===== src/rtl/rx_drain_ctrl_if.sv =====
// Engine-facing and host-facing signals of the receive drain controller.
// slave = the controller, master = whatever drives the engine and host side.
interface rx_drain_ctrl_if #(
  parameter int AW = 3
);
  logic          rx_rdy;
  logic [7:0]    rx_data;
  logic          p_err;
  logic          frm_err;
  logic          ov_err;
  logic          rd_strb;
  logic          host_rd;
  logic [7:0]    host_data;
  logic          host_perr;
  logic          host_ferr;
  logic          empty;
  logic          full;
  logic [AW:0]   count;
  logic          irq_en;
  logic          clr_err;
  logic          ov_stky;
  logic          tout_stky;
  logic          irq;

  modport slave (
    input  rx_rdy, rx_data, p_err, frm_err, ov_err, host_rd, irq_en, clr_err,
    output rd_strb, host_data, host_perr, host_ferr, empty, full, count,
           ov_stky, tout_stky, irq
  );

  modport master (
    output rx_rdy, rx_data, p_err, frm_err, ov_err, host_rd, irq_en, clr_err,
    input  rd_strb, host_data, host_perr, host_ferr, empty, full, count,
           ov_stky, tout_stky, irq
  );
endinterface


===== src/rtl/rx_drain_ctrl.sv =====
// Receive drain controller: captures engine bytes and error tags into a FIFO,
// acknowledges the engine with rd_strb, and serves the host with FWFT reads.
//
// state    | meaning
// IDLE     | waiting for Rx_rdy; captures the byte when the FIFO has room
// STROBE   | rd_strb asserted for this single cycle
// WAIT_LOW | waiting for the engine to drop Rx_rdy before re-arming
module rx_drain_ctrl #(
  parameter int DEPTH  = 8,
  parameter int AW     = 3,
  parameter int THRESH = 4,
  parameter int TOUT   = 1024
) (
  input  logic           i_clk,
  input  logic           i_rst_n,
  rx_drain_ctrl_if.slave bus
);

  localparam int              TW       = (TOUT > 1) ? $clog2(TOUT) : 1;
  localparam logic [AW:0]     DEPTH_C  = (AW+1)'(DEPTH);
  localparam logic [AW:0]     THRESH_C = (AW+1)'(THRESH);
  localparam logic [TW-1:0]   TLIM     = TW'(TOUT - 1);

  typedef enum logic [1:0] {
    IDLE     = 2'd0,
    STROBE   = 2'd1,
    WAIT_LOW = 2'd2
  } state_t;

  state_t          r_state;
  state_t          w_state_nxt;
  logic [9:0]      r_mem [DEPTH];
  logic [AW-1:0]   r_wr_ptr;
  logic [AW-1:0]   r_rd_ptr;
  logic [AW:0]     r_count;
  logic [TW-1:0]   r_tcnt;
  logic            r_ov_stky;
  logic            r_tout_stky;
  logic            r_irq;
  logic            w_push;
  logic            w_pop;
  logic            w_full;
  logic            w_empty;
  logic            w_idle;
  logic            w_tout_set;
  logic [9:0]      w_head;

  assign w_full  = (r_count == DEPTH_C);
  assign w_empty = (r_count == '0);
  assign w_pop   = bus.host_rd & ~w_empty;

  always_comb begin
    w_state_nxt = r_state;
    w_push      = 1'b0;
    case (r_state)
      IDLE: begin
        if (bus.rx_rdy && !w_full) begin
          w_push      = 1'b1;
          w_state_nxt = STROBE;
        end
      end
      STROBE:   w_state_nxt = WAIT_LOW;
      WAIT_LOW: if (!bus.rx_rdy) w_state_nxt = IDLE;
      default:  w_state_nxt = IDLE;
    endcase
  end

  always_ff @(posedge i_clk or negedge i_rst_n) begin
    if (!i_rst_n) r_state <= IDLE;
    else          r_state <= w_state_nxt;
  end

  // Storage carries no reset; the head is masked while empty instead.
  always_ff @(posedge i_clk) begin
    if (w_push) r_mem[r_wr_ptr] <= {bus.frm_err, bus.p_err, bus.rx_data};
  end

  always_ff @(posedge i_clk or negedge i_rst_n) begin
    if (!i_rst_n) begin
      r_wr_ptr <= '0;
      r_rd_ptr <= '0;
      r_count  <= '0;
    end else begin
      if (w_push) r_wr_ptr <= r_wr_ptr + 1'b1;
      if (w_pop)  r_rd_ptr <= r_rd_ptr + 1'b1;
      case ({w_push, w_pop})
        2'b10:   r_count <= r_count + 1'b1;
        2'b01:   r_count <= r_count - 1'b1;
        default: r_count <= r_count;
      endcase
    end
  end

  // Counter saturates at TLIM; every idle edge spent there re-asserts the flag.
  assign w_idle     = ~w_push & ~w_pop & ~w_empty;
  assign w_tout_set = w_idle & (r_tcnt == TLIM);

  always_ff @(posedge i_clk or negedge i_rst_n) begin
    if (!i_rst_n) begin
      r_tcnt <= '0;
    end else if (!w_idle) begin
      r_tcnt <= '0;
    end else if (r_tcnt != TLIM) begin
      r_tcnt <= r_tcnt + 1'b1;
    end
  end

  always_ff @(posedge i_clk or negedge i_rst_n) begin
    if (!i_rst_n) begin
      r_ov_stky   <= 1'b0;
      r_tout_stky <= 1'b0;
      r_irq       <= 1'b0;
    end else begin
      if (bus.ov_err)       r_ov_stky <= 1'b1;
      else if (bus.clr_err) r_ov_stky <= 1'b0;

      if (w_tout_set)                r_tout_stky <= 1'b1;
      else if (bus.clr_err || w_pop) r_tout_stky <= 1'b0;

      r_irq <= bus.irq_en & ((r_count >= THRESH_C) | r_ov_stky | r_tout_stky);
    end
  end

  assign w_head        = r_mem[r_rd_ptr];
  assign bus.host_data = w_empty ? 8'h00 : w_head[7:0];
  assign bus.host_perr = ~w_empty & w_head[8];
  assign bus.host_ferr = ~w_empty & w_head[9];
  assign bus.rd_strb   = (r_state == STROBE);
  assign bus.empty     = w_empty;
  assign bus.full      = w_full;
  assign bus.count     = r_count;
  assign bus.ov_stky   = r_ov_stky;
  assign bus.tout_stky = r_tout_stky;
  assign bus.irq       = r_irq;

endmodule


===== src/flat_wrapper.sv =====
// flat-port wrapper written by rule: the top's interface ports become plain ports
module rx_drain_ctrl_flat 
#(
  parameter int DEPTH  = 8,
  parameter int AW     = 3,
  parameter int THRESH = 4,
  parameter int TOUT   = 1024
)
  (i_clk, i_rst_n, bus_rx_rdy, bus_rx_data, bus_p_err, bus_frm_err, bus_ov_err, bus_host_rd, bus_irq_en, bus_clr_err, bus_rd_strb, bus_host_data, bus_host_perr, bus_host_ferr, bus_empty, bus_full, bus_count, bus_ov_stky, bus_tout_stky, bus_irq);
  rx_drain_ctrl_if #(.AW(AW)) bus_i ();
  input  logic i_clk;
  input  logic i_rst_n;
  input wire logic [$bits(bus_i.rx_rdy)-1:0] bus_rx_rdy;
  input wire logic [$bits(bus_i.rx_data)-1:0] bus_rx_data;
  input wire logic [$bits(bus_i.p_err)-1:0] bus_p_err;
  input wire logic [$bits(bus_i.frm_err)-1:0] bus_frm_err;
  input wire logic [$bits(bus_i.ov_err)-1:0] bus_ov_err;
  input wire logic [$bits(bus_i.host_rd)-1:0] bus_host_rd;
  input wire logic [$bits(bus_i.irq_en)-1:0] bus_irq_en;
  input wire logic [$bits(bus_i.clr_err)-1:0] bus_clr_err;
  output wire logic [$bits(bus_i.rd_strb)-1:0] bus_rd_strb;
  output wire logic [$bits(bus_i.host_data)-1:0] bus_host_data;
  output wire logic [$bits(bus_i.host_perr)-1:0] bus_host_perr;
  output wire logic [$bits(bus_i.host_ferr)-1:0] bus_host_ferr;
  output wire logic [$bits(bus_i.empty)-1:0] bus_empty;
  output wire logic [$bits(bus_i.full)-1:0] bus_full;
  output wire logic [$bits(bus_i.count)-1:0] bus_count;
  output wire logic [$bits(bus_i.ov_stky)-1:0] bus_ov_stky;
  output wire logic [$bits(bus_i.tout_stky)-1:0] bus_tout_stky;
  output wire logic [$bits(bus_i.irq)-1:0] bus_irq;
  assign bus_i.rx_rdy = bus_rx_rdy;
  assign bus_i.rx_data = bus_rx_data;
  assign bus_i.p_err = bus_p_err;
  assign bus_i.frm_err = bus_frm_err;
  assign bus_i.ov_err = bus_ov_err;
  assign bus_i.host_rd = bus_host_rd;
  assign bus_i.irq_en = bus_irq_en;
  assign bus_i.clr_err = bus_clr_err;
  assign bus_rd_strb = bus_i.rd_strb;
  assign bus_host_data = bus_i.host_data;
  assign bus_host_perr = bus_i.host_perr;
  assign bus_host_ferr = bus_i.host_ferr;
  assign bus_empty = bus_i.empty;
  assign bus_full = bus_i.full;
  assign bus_count = bus_i.count;
  assign bus_ov_stky = bus_i.ov_stky;
  assign bus_tout_stky = bus_i.tout_stky;
  assign bus_irq = bus_i.irq;
  rx_drain_ctrl #(.DEPTH(DEPTH), .AW(AW), .THRESH(THRESH), .TOUT(TOUT)) u_core (.i_clk(i_clk), .i_rst_n(i_rst_n), .bus(bus_i));
endmodule

===== config.mk =====
export PLATFORM = sky130hd
export DESIGN_NAME = rx_drain_ctrl_flat
export DESIGN_NICKNAME = d
export VERILOG_FILES = /design/src/rtl/rx_drain_ctrl_if.sv /design/src/rtl/rx_drain_ctrl.sv /design/src/flat_wrapper.sv
export SDC_FILE = /design/constraint.sdc
export NUM_CORES = 1
export LEC_CHECK = 0
export ABC_CLOCK_PERIOD_IN_PS = 7600
export BUFFER_PORTS_ARGS = -buffer_cell sky130_fd_sc_hd__buf_2
export CAP_MARGIN = 15
export CORE_UTILIZATION = 50
export CTS_BUF_LIST = sky130_fd_sc_hd__clkbuf_2
export DETAILED_ROUTE_END_ITERATION = 6
export PLACE_DENSITY_LB_ADDON = 0.2
export SLEW_MARGIN = 15
export SYNTH_ARGS = -nofsm -noshare
export SYNTH_HDL_FRONTEND = slang
export SYNTH_SLANG_ARGS = --single-unit

===== constraint.sdc =====
create_clock -name i_clk -period 7.6 [get_ports i_clk]
set_clock_uncertainty 0.2 [all_clocks]
set_input_delay 0.38 -clock i_clk [delete_from_list [all_inputs] [get_ports i_clk]]
set_output_delay 0.38 -clock i_clk [all_outputs]
set_load 0.005 [all_outputs]

==> impl_results.rst, run 1 <==
.. list-table::
   :header-rows: 1

   * - Metric
     - Value
   * - Area fraction of the dominant cell type after synthesis
     - 54.7%
   * - Most common library cell in the layout ignoring fill and taps
     - sky130_fd_sc_hd__edfxtp_1
   * - Via count normalized by instance count
     - 5.52
   * - Number of vias after detailed routing
     - 2,375
   * - Synth area leaders
     - sky130_fd_sc_hd__edfxtp_1, sky130_fd_sc_hd__dfrtp_1, sky130_fd_sc_hd__mux4_2
   * - Total number of clock tree sinks
     - 105
   * - Post-route clock period utilization
     - 40.4%
   * - Routed WL per cell
     - 17.9 µm
   * - Row count
     - 33
   * - Smallest hold slack
     - 0.110 ns
   * - Run status
     - finished, final reports clean
   * - Initial antenna violation count
     - 0
   * - Synthesized area divided by synthesized cell count
     - 16.9 µm²
   * - Width of the die
     - 95.8 µm
   * - Y dimension of the die
     - 95.8 µm
   * - Filler Cell Count
     - 644
   * - Synth Cell Area
     - 4400 µm²
   * - Maximum resistive drop on vdd
     - 179 µV
   * - Areal power density over the cells
     - 317 nW/µm²
   * - # setup viols final
     - 0
   * - Type of origin of the critical path
     - flip-flop
   * - Critical path peak fanout
     - 13
   * - Worst hold-check path type
     - primary input to asynchronous set/reset pin
   * - Capture point of the worst reg-to-reg path
     - u_core.bus.count[2]$_DFFE_PN0P_
   * - CTS H-tree depth
     - 3
   * - Accumulated negative setup slack
     - 0 ns
   * - Largest net degree at the start of global routing
     - 26
   * - GR Overflow Total
     - 0
   * - Global-route wire length before repair
     - 12.3 mm
   * - Critical path cell sequence
     - nor4_4 -> or2b_4 -> inv_1 -> ha_1 -> xor2_1 -> ha_1 -> a21oi_1 -> xnor2_1 -> nand2_1 -> xnor2_1
   * - Async set-or-reset flop fraction in the synthesized netlist
     - 23.8%
   * - Slew Limit Fails
     - 0
   * - Synth warn
     - 0
   * - Flip-flop and latch count after synthesis
     - 105
   * - Instance area at placement
     - 4680 µm²
   * - Number of nets at the end of the flow
     - 344
   * - Biggest area consumer among synthesized cells
     - sky130_fd_sc_hd__edfxtp_1
   * - Number of failing hold endpoints at the final stage
     - 0
   * - Required time of the critical path
     - 7.85 ns
   * - 1st-pass router iterations
     - 4
   * - Proportion of layout cells with a drive suffix above 1
     - 26.2%
   * - First-iteration detailed-routing DRC count
     - 118
   * - Total nets after synthesis
     - 284
   * - Fraction of the yosys area taken by sequential cells
     - 68.9%
   * - Synth-to-Final Area Change
     - 14.1%
   * - RSZ-0062 raised after global routing
     - no
   * - Cell at the root of the clock tree
     - sky130_fd_sc_hd__clkbuf_2
   * - # diodes
     - 0
   * - Clock buffer count from CTS
     - 9
   * - Count of distinct cell types in the synthesized netlist
     - 39
   * - CTS tree
     - yes
   * - Top-Level Pins
     - 37
   * - Max incr delay on CP
     - 0.76 ns
   * - Clk pin slew, worst setup/hold paths
     - 0.29 ns
   * - Maximum root-to-sink buffer count
     - 2
   * - Die outline area
     - 9170 µm²
   * - Leakage
     - 1.86 nW
   * - Setup Crit Path Kind
     - flip-flop to flip-flop
   * - Number of global-route vias before repair
     - 2,322
   * - CP Capture Type
     - flip-flop
   * - Detailed placement HPWL
     - 4.79 mm
   * - DRT Wirelength
     - 7.69 mm
   * - Source-to-sink clock delay at the later pin of the worst-skew pair
     - 0.54 ns
   * - ANT nets after route
     - 0
   * - Data arrival, critical path
     - 3.32 ns
   * - Post-synthesis instance total
     - 260
   * - Commonest cells after routing, fill and taps aside
     - sky130_fd_sc_hd__edfxtp_1, sky130_fd_sc_hd__buf_2, sky130_fd_sc_hd__dfrtp_1, sky130_fd_sc_hd__nor2_1, sky130_fd_sc_hd__mux4_2
   * - Worst R2R Path Depth
     - 10
   * - Number of violations of the max-capacitance limit
     - 0
   * - Cell at the slowest stage of the critical path
     - sky130_fd_sc_hd__nor4_4
   * - Final Cell Area
     - 5020 µm²
   * - Count of buffers added by post-CTS timing repair for setup
     - 0
   * - Source of the worst register-to-register timing path
     - u_core.bus.count[1]$_DFFE_PN0P_
   * - Floorplan core area
     - 8380 µm²
   * - Weighted congestion at the end of routability-driven global placement
     - 0.779
   * - Slew @ Worst Pin
     - 1.06 ns
   * - Worst rel slew slack
     - 29.1%
   * - Port Buf Inserts
     - 36
   * - Aggregate global-route resource usage
     - 18.8%
   * - Max Fclk
     - 0.326 GHz
   * - Final period demand of the worst path
     - 3.07 ns
   * - Internal reg-to-reg setup slack
     - 4.53 ns
   * - Number of remaining DRC errors
     - 0
   * - Most used DFF post-synth
     - sky130_fd_sc_hd__edfxtp_1
   * - Starting density of the core
     - 52.4%
   * - Number of synthesized flops with an enable pin
     - 80
[what timing repair did]
action	4_1_cts	5_1_grt
gates resized for setup	0	0
hold endpoints to repair	111	0
hold buffers	17	0
[cells in the mapped netlist, types with 5 or more instances]
| library cell | number |
|---|---|
| sky130_fd_sc_hd__nand2b_1 | 6 |
| sky130_fd_sc_hd__nand2_1 | 16 |
| sky130_fd_sc_hd__edfxtp_1 | 80 |
| sky130_fd_sc_hd__mux2i_1 | 12 |
| sky130_fd_sc_hd__ha_1 | 7 |
| sky130_fd_sc_hd__mux4_2 | 20 |
| sky130_fd_sc_hd__xnor2_1 | 7 |
| sky130_fd_sc_hd__nor2_1 | 23 |
| sky130_fd_sc_hd__nand3_1 | 5 |
| sky130_fd_sc_hd__dfrtp_1 | 25 |
| sky130_fd_sc_hd__inv_1 | 7 |
| sky130_fd_sc_hd__a31oi_1 | 5 |
[per-stage QoR]
stage               power [mW]  setup WS (ns)  instances  utilization [%]
global placement          1.32           4.53        395             55.9
CTS                       1.61           4.44        428             59.6
finish                    1.59           4.53        430             59.8
global route              1.69           4.29        430             59.8
detailed placement        1.32           4.48        395             55.9
floorplan                 1.17           5.14        260                -
[worst max-delay path: cells and delay by family (launching register included)]
family,cells,cell delay [ns]
buffers and inverters,1,0.09
adder cells (fa/ha/maj),2,0.48
AND/OR/NAND/NOR,3,1.10
flip-flops,1,0.56
AO/OA/AOI/OAI,1,0.14
XOR/XNOR,3,0.42
[state kept, by name, summed over array words and instances, names as in the netlist]
signal,cells
u_core.r_rd_ptr,3
u_core.bus.ov_stky,1
u_core.r_state,2
u_core.r_tcnt,10
u_core.r_mem,80
u_core.bus.irq,1
u_core.r_wr_ptr,3
u_core.bus.tout_stky,1
u_core.bus.count,4
[worst max-delay path by stage]
stage / from / end / slack [ns]
after detailed placement: u_core.bus.count[1]$_DFFE_PN0P_ / u_core.bus.count[2]$_DFFE_PN0P_ / 4.48
after global placement: u_core.bus.count[1]$_DFFE_PN0P_ / u_core.bus.count[2]$_DFFE_PN0P_ / 4.53
final: u_core.bus.count[1]$_DFFE_PN0P_ / u_core.bus.count[2]$_DFFE_PN0P_ / 4.53
after CTS: u_core.bus.count[1]$_DFFE_PN0P_ / u_core.bus.count[2]$_DFFE_PN0P_ / 4.44
after floorplan: u_core.bus.count[1]$_DFFE_PN0P_ / u_core.bus.count[2]$_DFFE_PN0P_ / 5.14
after global routing: u_core.bus.count[1]$_DFFE_PN0P_ / u_core.bus.count[2]$_DFFE_PN0P_ / 4.29
[layout make-up]
type	count	area (µm²)	share of cell area, %
Clock buffer	9	45.0	0.898
Clock inverter	7	96.3	1.92
Inverter	7	26.3	0.524
Multi-Input combinational cell	138	1290	25.6
Sequential cell	105	3030	60.4
Tap cell	105	131	2.62
Timing Repair Buffer	59	403	8.03
[report_power, final]
part	switching, mW	internal, mW
combinational	0.228	0.272
clock	0.195	0.0870
sequential	0.105	0.704
total	0.528	1.06
[layer usage]
| layer | wire (µm) | GRT usage (%) | vias up |
|---|---|---|---|
| li1 | - | - | 1117 |
| met1 | 3560 | 26.7 | 1206 |
| met2 | 3760 | 28.7 | 44 |
| met3 | 286 | 4.19 | 8 |
| met4 | 86 | 6.59 | 0 |
| met5 | 0 | 0 | - |
[cells by family after synthesis]
family | Yosys count | synth area share, %
AOI/OAI and AO/OA | 19 | 3.13
buffers and inverters | 17 | 1.85
muxes | 33 | 13.2
DFF | 105 | 68.9
and+or+nand+nor | 69 | 8.91
xor gates and xnor gates | 10 | 1.99
adders and majority gates | 7 | 1.99
Power figures use the tool's default switching activity.
==> inputs of run 2 (changes only) <==
--- a/config.mk
+++ b/config.mk
@@ -5,7 +5,7 @@
 export SDC_FILE = /design/constraint.sdc
 export NUM_CORES = 1
 export LEC_CHECK = 0
-export ABC_CLOCK_PERIOD_IN_PS = 7600
+export ABC_CLOCK_PERIOD_IN_PS = 3200
 export BUFFER_PORTS_ARGS = -buffer_cell sky130_fd_sc_hd__buf_2
 export CAP_MARGIN = 15
 export CORE_UTILIZATION = 50
==> constraint.sdc (replaced) <==
create_clock -name i_clk -period 3.2 [get_ports i_clk]
set_clock_uncertainty 0.2 [all_clocks]
set_input_delay 0.16 -clock i_clk [delete_from_list [all_inputs] [get_ports i_clk]]
set_output_delay 0.16 -clock i_clk [all_outputs]
set_load 0.005 [all_outputs]
==> run 2 against run 1 <==
Compared with the run above:
- setup slack lost 4.0 ns
- final cell count rose by 1.9%
- utilization up 0.79 points
- flip-flop and latch count unchanged
- non-clock buffer count rose by 8
- total power grew 140%
==> impl_results.rst, run 2 (synthesis gave the netlist of run 1 again) <==
.. list-table::
   :header-rows: 1

   * - Metric
     - Value
   * - Crit path buf inv count
     - 2 (+1)
   * - Largest register by flop count
     - u_core.r_mem
   * - Aggregate global-route resource usage
     - 18.8% (+0.079 points)
   * - Post-route clock period utilization
     - 84.3% (+44 points)
   * - Smallest hold slack
     - 0.160 ns (+0.0503 ns)
   * - 1st-pass router iterations
     - 4 (unchanged)
   * - Max incr delay on CP
     - 0.64 ns (-0.12 ns)
   * - Relative contribution of sequential cells to total power
     - 49.3% (-1.5 points)
   * - Y dimension of the die
     - 95.8 µm (unchanged)
   * - # diodes
     - 0 (unchanged)
   * - Critical path peak fanout
     - 11 (-2)
   * - CP top delay family
     - buffers and inverters
   * - Initial antenna violation count
     - 0 (unchanged)
   * - CTS H-tree depth
     - 3 (unchanged)
   * - Number of placed instances, taps included
     - 402 (+1.8%)
   * - Slew Limit Fails
     - 0 (unchanged)
   * - Accumulated negative setup slack
     - 0 ns (unchanged)
   * - Switching pwr
     - 1.26 mW (+140%)
   * - ANT nets after route
     - 0 (unchanged)
   * - Data arrival, critical path
     - 2.96 ns (-0.36 ns)
   * - # setup viols final
     - 0 (unchanged)
   * - Setup Crit Path Kind
     - flip-flop to flip-flop
   * - Via count normalized by instance count
     - 5.49 (-0.67%)
   * - Number of violations of the max-capacitance limit
     - 0 (unchanged)
   * - Commonest cells after routing, fill and taps aside
     - sky130_fd_sc_hd__edfxtp_1, sky130_fd_sc_hd__buf_2, sky130_fd_sc_hd__dfrtp_1, sky130_fd_sc_hd__nor2_1, sky130_fd_sc_hd__mux4_2
   * - Number of global-route vias before repair
     - 2,363 (+1.8%)
   * - Global-route wire length before repair
     - 12.3 mm (+0.11%)
   * - Number of remaining DRC errors
     - 0 (unchanged)
   * - Power Internal
     - 2.54 mW (+140%)
   * - Maximum root-to-sink buffer count
     - 2 (unchanged)
   * - Run status
     - finished, final reports clean
   * - Number of vias after detailed routing
     - 2,403 (+1.2%)
   * - Net switching fraction of the power
     - 33.1% (about the same)
   * - Width of the die
     - 95.8 µm (unchanged)
   * - CTS tree
     - yes
   * - Cell at the slowest stage of the critical path
     - sky130_fd_sc_hd__dfrtp_1
   * - Slew @ Worst Pin
     - 0.744 ns (-0.316 ns)
   * - Most common library cell in the layout ignoring fill and taps
     - sky130_fd_sc_hd__edfxtp_1
   * - Routed WL per cell
     - 17.6 µm (-1.5%)
   * - Floorplan core area
     - 8380 µm² (unchanged)
   * - Critical path cell sequence
     - nor4b_4 -> nor3_4 -> inv_1 -> ha_1 -> nand2b_1 -> o32ai_1 -> dlygate4sd3_1
   * - Synth-to-Final Area Change
     - 15.6%
   * - CP startpoint
     - u_core.bus.count[2]$_DFFE_PN0P_
   * - Type of origin of the critical path
     - flip-flop
   * - Final cell count without fillers
     - 438 (+1.9%)
   * - Row count
     - 33 (unchanged)
   * - Area used by sequential logic in the layout
     - 3030 µm² (unchanged)
   * - First-iteration detailed-routing DRC count
     - 122 (+3.4%)
   * - Required time of the critical path
     - 3.46 ns (-4.39 ns)
   * - Source-to-sink clock delay at the later pin of the worst-skew pair
     - 0.55 ns (about the same)
   * - Top-Level Pins
     - 37 (unchanged)
   * - Total number of clock tree sinks
     - 105 (unchanged)
   * - Max Fclk
     - 0.371 GHz (+14%)
   * - Worst rel slew slack
     - 50.4% (+21 points)
   * - Worst hold-check path type
     - primary input to flip-flop
   * - Leakage
     - 1.91 nW (+2.6%)
   * - Starting density of the core
     - 52.4% (unchanged)
   * - Areal power density over the cells
     - 748 nW/µm² (+140%)
   * - Maximum resistive drop on vdd
     - 448 µV (+150%)
   * - Filler Cell Count
     - 646 (+0.31%)
   * - Number of failing hold endpoints at the final stage
     - 0 (unchanged)
   * - Detailed placement HPWL
     - 4.90 mm (+2.4%)
   * - RSZ-0062 raised after global routing
     - no
   * - Total area of multi-input combinational cells
     - 1290 µm² (unchanged)
   * - Number of nets at the end of the flow
     - 352 (+2.3%)
   * - Die outline area
     - 9170 µm² (unchanged)
   * - Source of the worst register-to-register timing path
     - u_core.bus.count[2]$_DFFE_PN0P_
   * - Clock buffer count from CTS
     - 9 (unchanged)
   * - CP Capture Type
     - flip-flop
   * - Proportion of layout cells with a drive suffix above 1
     - 27.3% (+1.2 points)
   * - DRT Wirelength
     - 7.72 mm (+0.36%)
   * - Cell at the root of the clock tree
     - sky130_fd_sc_hd__clkbuf_2
   * - Count of buffers added by post-CTS timing repair for setup
     - 0 (unchanged)
   * - Port Buf Inserts
     - 36 (unchanged)
   * - Largest net degree at the start of global routing
     - 26 (unchanged)
   * - Clock share of power
     - 17.6% (about the same)
   * - Combinational group share of total power
     - 33.1% (+1.7 points)
   * - Hold path startpoint
     - bus_irq_en
   * - Weighted congestion at the end of routability-driven global placement
     - 0.784 (+0.63%)
   * - GR Overflow Total
     - 0 (unchanged)
   * - Largest register FFs
     - 80 (unchanged)
   * - Final period demand of the worst path
     - 2.70 ns (-0.374 ns)
   * - Clk pin slew, worst setup/hold paths
     - 0.27 ns (-0.02 ns)
==> run 2: cell count changes in the layout (fill, tap and decap cells not counted), sizes merged <==
cell	change
buf	+6
dlygate4sd3	+2
clkinvlp	-1
inv	+1
==> run 2: layout make-up <==
type / instances / area share (%)
clock buffer: 9 / 0.886
tap: 105 / 2.58
clock inverter: 7 / 1.82
timing repair buffer: 67 / 9.31
multi-input combinational: 138 / 25.3
inverter: 7 / 0.517
sequential: 105 / 59.6
==> run 2: final timing paths <==
| check | endpoint | slack, ns | depth (start not counted) |
|---|---|---|---|
| max | u_core.bus.tout_stky$_DFFE_PN0P_ | 0.50 | 7 |
| max reg2reg | u_core.bus.tout_stky$_DFFE_PN0P_ | 0.50 | 7 |
| max in group asynchronous | u_core.bus.count[1]$_DFFE_PN0P_ | 2.27 | 4 |
| min reg2reg | u_core.r_state[0]$_DFFE_PN0P_ | 0.35 | 1 |
| min | u_core.bus.irq$_DFF_PN0_ | 0.16 | 3 |
| min in group asynchronous | u_core.r_tcnt[2]$_DFFE_PN0N_ | 0.38 | 4 |
==> run 2: metrics by stage <==
step	instance area [µm²]	worst slack [ns]	total power [mW]	utilization, %
after floorplan	4400	0.741	2.78	-
after global placement	4730	0.700	3.14	56.5
after detailed placement	4730	0.634	3.17	56.5
after CTS	5080	0.464	3.86	60.6
after global routing	5080	0.292	4.05	60.6
final	5080	0.502	3.80	60.6
==> run 2: repair_timing <==
| item | in CTS | in global routing |
|---|---|---|
| gates resized for setup | 0 | 0 |
| hold buffers | 20 | 0 |
| endpoints found under the hold margin | 117 | 0 |
==> run 2: power by group through the flow <==
stage	sequential [mW]	combinational, mW	clock [mW]
after floorplan	1.81	0.963	0
after global placement	1.89	1.25	0
after detailed placement	1.91	1.27	0
after CTS	1.88	1.29	0.690
after global routing	1.90	1.42	0.726
final	1.87	1.26	0.669
==> run 2: worst min-delay path: stages <==
cell	delay [ns]
sky130_fd_sc_hd__dlygate4sd3_1	0.53
sky130_fd_sc_hd__buf_2	0.12
sky130_fd_sc_hd__o41a_1	0.09
==> run 2: layer usage <==
layer / wire, µm / track usage, % / vias to the layer above / part of all wire (%)
met5: 0 / 0 / - / 0
met4: 60 / 7.09 / 0 / 0.78
met3: 217 / 2.84 / 6 / 2.8
met2: 3860 / 30.8 / 42 / 50
met1: 3580 / 25.8 / 1224 / 46
li1: - / - / 1131 / -
==> inputs of run 3 (changes only) <==
--- a/config.mk
+++ b/config.mk
@@ -5,7 +5,7 @@
 export SDC_FILE = /design/constraint.sdc
 export NUM_CORES = 1
 export LEC_CHECK = 0
-export ABC_CLOCK_PERIOD_IN_PS = 3200
+export ABC_CLOCK_PERIOD_IN_PS = 2220
 export BUFFER_PORTS_ARGS = -buffer_cell sky130_fd_sc_hd__buf_2
 export CAP_MARGIN = 15
 export CORE_UTILIZATION = 50
==> constraint.sdc (replaced) <==
create_clock -name i_clk -period 2.22 [get_ports i_clk]
set_clock_uncertainty 0.2 [all_clocks]
set_input_delay 0.111 -clock i_clk [delete_from_list [all_inputs] [get_ports i_clk]]
set_output_delay 0.111 -clock i_clk [all_outputs]
set_load 0.005 [all_outputs]
==> run 3 against run 2 <==
Compared with the run above:
- the flow now finishes with violations (setup timing)
- largest cell class unchanged
- hold slack lost 0.11 ns
- clock power grew 28%
- setup slack lost 0.70 ns
- sequential share of layout area shrank 5.5 points
- non-clock buffer count grew 37
- sequential power grew 38%
- global-route usage grew 2.4 points
==> impl_results.rst, run 3 (synthesis gave the netlist of run 1 again) <==
.. list-table::
   :header-rows: 1

   * - Metric
     - Value
   * - Run status
     - finished with violations
   * - Violations in the final reports
     - setup timing
   * - CP Capture Type
     - primary output
   * - Switching pwr
     - 2.15 mW (+71%)
   * - Maximum root-to-sink buffer count
     - 2 (unchanged)
   * - Detailed placement HPWL
     - 5.28 mm (+7.6%)
   * - Most common library cell in the layout ignoring fill and taps
     - sky130_fd_sc_hd__edfxtp_1
   * - Via count normalized by instance count
     - 5.45 (-0.58%)
   * - Post-route clock period utilization
     - 109%
   * - GR Overflow Total
     - 0 (unchanged)
   * - CTS H-tree depth
     - 3 (unchanged)
   * - Critical path peak fanout
     - 5 (-6)
   * - Starting density of the core
     - 52.4% (unchanged)
   * - Combinational group share of total power
     - 45.6% (+13 points)
   * - ANT nets after route
     - 0 (unchanged)
   * - Number of vias after detailed routing
     - 2,591 (+7.8%)
   * - Aggregate global-route resource usage
     - 21.2% (+2.4 points)
   * - First-iteration detailed-routing DRC count
     - 154 (+26%)
   * - Relative contribution of sequential cells to total power
     - 40.9% (-8.4 points)
   * - Smallest hold slack
     - 0.0548 ns (-0.105 ns)
   * - Proportion of layout cells with a drive suffix above 1
     - 40.3% (+13 points)
   * - Worst hold-check path type
     - primary input to flip-flop
   * - Cell at the root of the clock tree
     - sky130_fd_sc_hd__clkbuf_2
   * - Source-to-sink clock delay at the later pin of the worst-skew pair
     - 0.55 ns (about the same)
   * - Floorplan core area
     - 8380 µm² (unchanged)
   * - DRT Wirelength
     - 9.14 mm (+18%)
   * - Number of placed instances, taps included
     - 420 (+4.5%)
   * - Total number of clock tree sinks
     - 105 (unchanged)
   * - Leakage
     - 2.13 nW (+12%)
   * - Commonest cells after routing, fill and taps aside
     - sky130_fd_sc_hd__edfxtp_1, sky130_fd_sc_hd__buf_2, sky130_fd_sc_hd__buf_4, sky130_fd_sc_hd__dfrtp_1, sky130_fd_sc_hd__nor2_1
   * - Type of origin of the critical path
     - flip-flop
   * - Slew @ Worst Pin
     - 0.633 ns (-0.111 ns)
   * - Number of global-route vias before repair
     - 2,608 (+10%)
   * - Clock share of power
     - 13.5% (-4.1 points)
   * - Final Util
     - 66.8% (+6.1 points)
   * - # diodes
     - 0 (unchanged)
   * - Net switching fraction of the power
     - 34.0% (+0.91 points)
   * - RSZ-0062 raised after global routing
     - yes
   * - Power Internal
     - 4.17 mW (+64%)
   * - Number of remaining DRC errors
     - 0 (unchanged)
   * - Y dimension of the die
     - 95.8 µm (unchanged)
   * - Post-placement worst setup slack
     - -0.161 ns (-0.795 ns)
   * - Minimum setup slack in the final design
     - -0.195 ns (-0.697 ns)
   * - Maximum resistive drop on vdd
     - 464 µV (+3.6%)
   * - Port Buf Inserts
     - 36 (unchanged)
   * - 1st-pass router iterations
     - 4 (unchanged)
   * - Max incr delay on CP
     - 0.48 ns (-0.16 ns)
   * - Worst rel slew slack
     - 56.7% (+6.3 points)
   * - Total area of multi-input combinational cells
     - 1430 µm² (+11%)
   * - Width of the die
     - 95.8 µm (unchanged)
   * - Clock buffer count from CTS
     - 9 (unchanged)
   * - Clk pin slew, worst setup/hold paths
     - 0.30 ns (+0.03 ns)
   * - Max Fclk
     - 0.414 GHz
   * - Filler Cell Count
     - 584 (-9.6%)
   * - Largest register FFs
     - 80 (unchanged)
   * - Top-Level Pins
     - 37 (unchanged)
   * - Cell at the slowest stage of the critical path
     - sky130_fd_sc_hd__dfrtp_2
   * - Initial antenna violation count
     - 0 (unchanged)
   * - Area used by sequential logic in the layout
     - 3030 µm² (about the same)
   * - Weighted congestion at the end of routability-driven global placement
     - 0.750 (-4.3%)
   * - Row count
     - 33 (unchanged)
   * - Global-route wire length before repair
     - 13.8 mm (+12%)
   * - Die outline area
     - 9170 µm² (unchanged)
   * - CTS tree
     - yes
   * - Required time of the critical path
     - 1.91 ns (-1.55 ns)
   * - # setup viols final
     - 15 (+15)
   * - Accumulated negative setup slack
     - -2.00 ns (-2.00 ns)
   * - Largest register by flop count
     - u_core.r_mem
   * - Critical path cell sequence
     - buf_12 -> buf_16 -> mux4_2 -> mux2i_1 -> nor2_1 -> buf_2
   * - Routed WL per cell
     - 19.2 µm (+9.2%)
   * - Number of failing hold endpoints at the final stage
     - 0 (unchanged)
   * - Setup Crit Path Kind
     - flip-flop to primary output
   * - Data arrival, critical path
     - 2.10 ns (-0.86 ns)
   * - Final cell count without fillers
     - 475 (+8.4%)
   * - Synth-to-Final Area Change
     - 27.3%
   * - Number of violations of the max-capacitance limit
     - 0 (unchanged)
   * - Final period demand of the worst path
     - 2.42 ns
   * - Number of nets at the end of the flow
     - 389 (+11%)
   * - Areal power density over the cells
     - 1130 nW/µm² (+51%)
   * - Slew Limit Fails
     - 0 (unchanged)
   * - Largest net degree at the start of global routing
     - 26 (unchanged)
==> run 3: cell types whose count changed in the layout (fill, tap and decap cells not counted), sizes merged <==
cell	delta
clkinvlp	+1
clkinv	+1
inv	-2
bufinv	-1
clkbuf	+1
buf	+38
dlygate4sd3	-1
==> run 3: path summary, 6_finish.rpt <==
kind / startpoint / cells past startpoint / slack [ns] / end
worst max-delay path: u_core.r_rd_ptr[0]$_DFFE_PN0P_ / 6 / -0.20 / bus_host_data[4]
worst min-delay path: bus_clr_err / 3 / 0.05 / u_core.bus.tout_stky$_DFFE_PN0P_
worst max register to register: u_core.bus.count[2]$_DFFE_PN0P_ / 11 / -0.19 / u_core.bus.count[2]$_DFFE_PN0P_
worst min register to register: u_core.bus.tout_stky$_DFFE_PN0P_ / 1 / 0.37 / u_core.bus.irq$_DFF_PN0_
max in group asynchronous: i_rst_n / 4 / 1.30 / u_core.r_wr_ptr[2]$_DFFE_PN0P_
min in group asynchronous: i_rst_n / 4 / 0.35 / u_core.r_state[0]$_DFFE_PN0P_
==> run 3: repair_timing <==
item                                    4_1_cts  5_1_grt
pin swaps                                    11        8
cloned                                        2        1
hold buffers                                 19        0
buffers inserted                              8       10
gates resized for setup                      21       22
hold endpoints to repair                    115        0
endpoints found under the setup margin       64       37
==> run 3: cell type report <==
class                           instances  area share, %
Clock buffer                           10          0.894
Multi-Input combinational cell        138           25.5
Inverter                                7          0.648
Clock inverter                          6           1.14
Tap cell                              105           2.35
Timing Repair Buffer                  104           15.4
Sequential cell                       105           54.1
==> run 3: worst max-delay path: cells and delay by family, from the launching register on <==
kind	cells	cell delay, ns
simple gates	1	0.06
mux	2	0.63
flops	1	0.48
buf+inv	3	0.38
==> run 3: routing by layer <==
metal	part of all wire, %	vias up	GRT usage, %
met1	45	1320	30.7
met3	3.9	4	3.32
met2	50	53	33.4
met5	0	-	0
li1	-	1214	-
met4	0.82	0	6.84
==> run 3: power groups by stage <==
stage	Combinational (mW)	Clock [mW]	Sequential, mW
finish	2.88	0.854	2.58
CTS	2.65	0.881	2.59
detailed placement	2.27	0	2.61
global route	3.14	0.961	2.61
global placement	2.23	0	2.60
floorplan	1.42	0	2.62
==> run 3: through the flow <==
step | instance area, µm² | total power [mW]
after global placement | 4910 | 4.83
after CTS | 5420 | 6.12
after global routing | 5600 | 6.71
after floorplan | 4430 | 4.05
final | 5600 | 6.32
after detailed placement | 4910 | 4.88
